## src/rtl/bitmask_set_bit_iterator.sv

```systemverilog
// Walks the set bits of an accepted bitmask, lowest first, emitting one one-hot word per output handshake.
// Define BITMASK_SET_BIT_ITERATOR_INDEX_EN to build the binary index encoder; otherwise output_index is tied to 0.
module bitmask_set_bit_iterator #(
    parameter int WORD_WIDTH  = 8,
    parameter int INDEX_WIDTH = 3
) (
    input  logic                   clock,
    input  logic                   clear,
    input  logic                   input_valid,
    output logic                   input_ready,
    input  logic [WORD_WIDTH-1:0]  input_data,
    output logic                   output_valid,
    input  logic                   output_ready,
    output logic [WORD_WIDTH-1:0]  output_data,
    output logic                   output_last,
    output logic [INDEX_WIDTH-1:0] output_index
);

    typedef enum logic {
        IDLE,
        BUSY
    } state_t;

    state_t                state;
    state_t                next_state;
    logic [WORD_WIDTH-1:0] remaining;
    logic [WORD_WIDTH-1:0] next_remaining;

    logic [WORD_WIDTH-1:0] lowered;
    logic [WORD_WIDTH-1:0] thermo;
    logic [WORD_WIDTH-1:0] onehot;
    logic [WORD_WIDTH-1:0] rest;
    logic                  is_last;

    // Rightmost-1 isolation: thermo covers the lowest set bit and every zero below it.
    assign lowered = remaining - {{(WORD_WIDTH-1){1'b0}}, 1'b1};
    assign thermo  = remaining ^ lowered;
    assign onehot  = thermo & remaining;
    assign rest    = remaining & lowered;
    assign is_last = (rest == '0);

    always_ff @(posedge clock) begin
        if (clear) begin
            state     <= IDLE;
            remaining <= '0;
        end else begin
            state     <= next_state;
            remaining <= next_remaining;
        end
    end

    always_comb begin
        next_state     = state;
        next_remaining = remaining;
        input_ready    = 1'b0;
        output_valid   = 1'b0;
        output_data    = '0;
        output_last    = 1'b0;

        case (state)
            IDLE: begin
                input_ready = 1'b1;
                if (input_valid && (input_data != '0)) begin
                    next_remaining = input_data;
                    next_state     = BUSY;
                end
            end
            BUSY: begin
                output_valid = 1'b1;
                output_data  = onehot;
                output_last  = is_last;
                input_ready  = output_ready && is_last;
                if (output_ready) begin
                    next_remaining = rest;
                    if (is_last) begin
                        // A word offered alongside the final bit is loaded immediately, so no bubble appears.
                        if (input_valid && (input_data != '0)) begin
                            next_remaining = input_data;
                            next_state     = BUSY;
                        end else begin
                            next_state = IDLE;
                        end
                    end
                end
            end
            default: begin
                next_state     = IDLE;
                next_remaining = '0;
            end
        endcase
    end

`ifdef BITMASK_SET_BIT_ITERATOR_INDEX_EN
    logic [INDEX_WIDTH-1:0] index_enc;

    // Each index bit is the OR of the one-hot positions whose binary address has that bit set.
    always_comb begin
        index_enc = '0;
        for (int i = 0; i < WORD_WIDTH; i++) begin
            for (int b = 0; b < INDEX_WIDTH; b++) begin
                if (i[b]) begin
                    index_enc[b] = index_enc[b] | onehot[i];
                end
            end
        end
    end

    assign output_index = output_valid ? index_enc : '0;
`else
    assign output_index = '0;
`endif

endmodule

```

## config.mk

```make
export PLATFORM = sky130hd
export DESIGN_NAME = bitmask_set_bit_iterator
export DESIGN_NICKNAME = d
export VERILOG_FILES = /design/src/rtl/bitmask_set_bit_iterator.sv
export SDC_FILE = /design/constraint.sdc
export NUM_CORES = 1
export LEC_CHECK = 0
export ABC_AREA = 1
export CORE_MARGIN = 3
export CORE_UTILIZATION = 47
export CTS_BUF_LIST = sky130_fd_sc_hd__clkbuf_16
export CTS_CLUSTER_DIAMETER = 80
export DETAILED_ROUTE_END_ITERATION = 10
export PLACE_DENSITY = 0.83
export SETUP_SLACK_MARGIN = 0.05
export SYNTH_ARGS = -nofsm -noshare
export SYNTH_HDL_FRONTEND = slang
export SYNTH_SLANG_ARGS = --single-unit
```

## constraint.sdc

```tcl
create_clock -name clock -period 2.3 [get_ports clock]
set_clock_uncertainty 0.05 [all_clocks]
set_input_delay 0.23 -clock clock [delete_from_list [all_inputs] [get_ports clock]]
set_output_delay 0.23 -clock clock [all_outputs]
set_load 0.1 [all_outputs]
```

==> results.md <==
- Layout cell share with drive strength beyond 1: 0.240
- GRT Util Overall: 0.224
- Hold Path Class: in -> reg
- Post-synth design cell area: 732 sq um
- Cts-stage hold buffer count: 0
- Placed cell area: 1030 sq um
- Post-CTS setup buffers: 0
- Cell leakage power: 0.558 nW
- Worst VDD drop: 0.576 mV
- Status: finished, final reports clean
- Placed wire-length estimate: 1.44 mm
- Final setup viols: 0
- Cell Rows: 13
- DR WL/cell: 12.8 um
- Final period util: 0.880
- ANT cells: 0
- Setup CP Type: reg -> out
- Placed cell count: 157
- CTS tree: done
- RSZ-0062 raised after global routing: no
- Core ar.: 1380 sq um
- Die H: 45.5 um
- Fin cells: 161
- CP max FO: 7
- Drt pass-1 iters: 4
- IO Count: 26
- Clk sinks: 9
- Pins Over Slew Limit: 0
- Gr ovfl total: 0
- Seq/Total Area, Yosys: 0.246
- Number of CTS-inserted buffers: 3
- # resized after CTS: 0
- H-tree Lvls: 1
- Final Hold Vio Count: 0
- Via count: 855
- Worst-Skew Late Latency: 0.24 ns
- Fin Setup TNS: 0 ns
- Main flop type after synthesis: dfxtp_1
- Post-route cell area: 1110 sq um
- Achievable Freq: 0.494 GHz
- DRC marker count from the first detailed-route iteration: 46
- Hold slack: 0.509 ns
- Detail-routed via count per cell: 5.31
- Chip Width: 45.5 um
- Initial antenna violation count: 0
- Synthesized netlist cell count: 124
- Final core occ: 0.805
- Starting Density: 0.529
- Worst-path clk slew: 0.04 ns
- Largest net degree at the start of global routing: 19
- PD cells: 767 nW/um^2
- Number of port buffers: 22
- GP Congestion: 0.866
- First-pass GRT wire length: 3.22 mm
- Fill cell count: 102
- Clk root buf: clkbuf_16
- Vias in the first global route: 710
- Max-Cap Viols: 0
- Clk buf depth: 2
- Routed WL: 2.06 mm
- Setup crit end kind: output port
- Antenna Nets Post-Route: 0
- #FFs+latches synth: 9
- Average size of a mapped cell: 5.90 sq um
- Layout Nets: 159
- Synth-to-Final Area Change: 52.0%
- Distinct cells, synth: 23
- Worst EP required: 2.02 ns
- Post-synth EDFFs: 0
- Clock period minus worst slack: 2.02 ns
- Die footprint: 2070 sq um
- Type of origin of the critical path: register
- Synth Warn #: 0
- WP data arrival: 1.74 ns
- Asr flop ratio synth: 0
- DRC Markers: 0
==> cells in the mapped netlist, types with 2 or more instances <==
master	n	share of area
nor4_1	2	0.017
nor2_4	3	0.046
a21oi_1	7	0.048
inv_1	16	0.082
dfxtp_1	9	0.25
nand3_1	11	0.075
inv_2	4	0.021
nor2_1	20	0.10
buf_2	2	0.014
buf_4	3	0.031
nand2_1	30	0.15
o21ai_0	6	0.041
==> cells by family after synthesis <==
family                 Yosys count  synth area share
other                            1           0.00512
AND/OR/NAND/NOR                 71             0.465
flip-flops                       9             0.246
AO/OA/AOI/OAI                   17             0.132
buffers and inverters           26             0.152
==> stage by stage <==
| stage | setup slack, ns | power [mW] |
|---|---|---|
| after floorplan | 0.0515 | 0.463 |
| final | 0.277 | 0.853 |
| after global routing | 0.151 | 0.891 |
| after detailed placement | 0.402 | 0.543 |
| after global placement | 0.456 | 0.539 |
| after CTS | 0.280 | 0.851 |
==> worst max-delay path, stage by stage, from the launching register on <==
cell     delay, ns
dfxtp_1       0.41
nor2_4        0.21
nand2_2       0.13
nand2_1       0.11
nand3_2       0.10
nor2_4        0.15
nand2_1       0.08
nor2_2        0.13
buf_12        0.19
==> final timing paths <==
| path | from | to | slack, ns | depth (start not counted) |
|---|---|---|---|---|
| max | remaining[0] | output_last | 0.28 | 8 |
| min | clear | state | 0.51 | 2 |
| max reg2reg | remaining[0] | remaining[2] | 0.48 | 11 |
| min reg2reg | remaining[7] | remaining[7] | 0.54 | 2 |
==> report_power, final <==
part           internal [mW]  switching [mW]  total (mW)
Clock                  0.227          0.0787       0.306
Sequential             0.174          0.0296       0.203
Combinational          0.104           0.240       0.344
==> area by class of cell <==
class / count / area [sq um] / share of cell area
Multi-Input combinational cell: 91 / 513 / 0.461
Sequential cell: 9 / 184 / 0.165
Tap cell: 15 / 18.8 / 0.0169
Timing Repair Buffer: 22 / 243 / 0.218
Inverter: 20 / 75.1 / 0.0675
Clock buffer: 3 / 75.1 / 0.0675
Clock inverter: 1 / 3.75 / 0.00337
==> placed cells by master, fill, tap and decap left out, types with 2 or more instances in the layout <==
cell type / count
nand2_1: 30
nand3_1: 11
nor2_4: 7
conb_1: 3
dfxtp_1: 8
inv_2: 4
nor2_2: 2
buf_4: 7
clkdlybuf4s50_1: 11
nor4_4: 2
clkbuf_16: 3
buf_12: 4
o21ai_0: 6
inv_1: 17
nor2_1: 14
a21oi_1: 7
==> flip-flops by register name, summed over array words and instances (netlist names) <==
register / cells
state: 1
remaining: 8
==> routing by layer <==
| metal | routed length [um] | global-route usage | vias to the layer above | part of all wire |
|---|---|---|---|---|
| met1 | 845 | 0.290 | 366 | 0.41 |
| met2 | 996 | 0.357 | 51 | 0.48 |
| met5 | 0 | 0 | - | 0 |
| met4 | 42 | 0.123 | 0 | 0.020 |
| li1 | - | - | 432 | - |
| met3 | 175 | 0.0237 | 6 | 0.085 |
No activity file was read; power rests on OpenSTA's default activity.
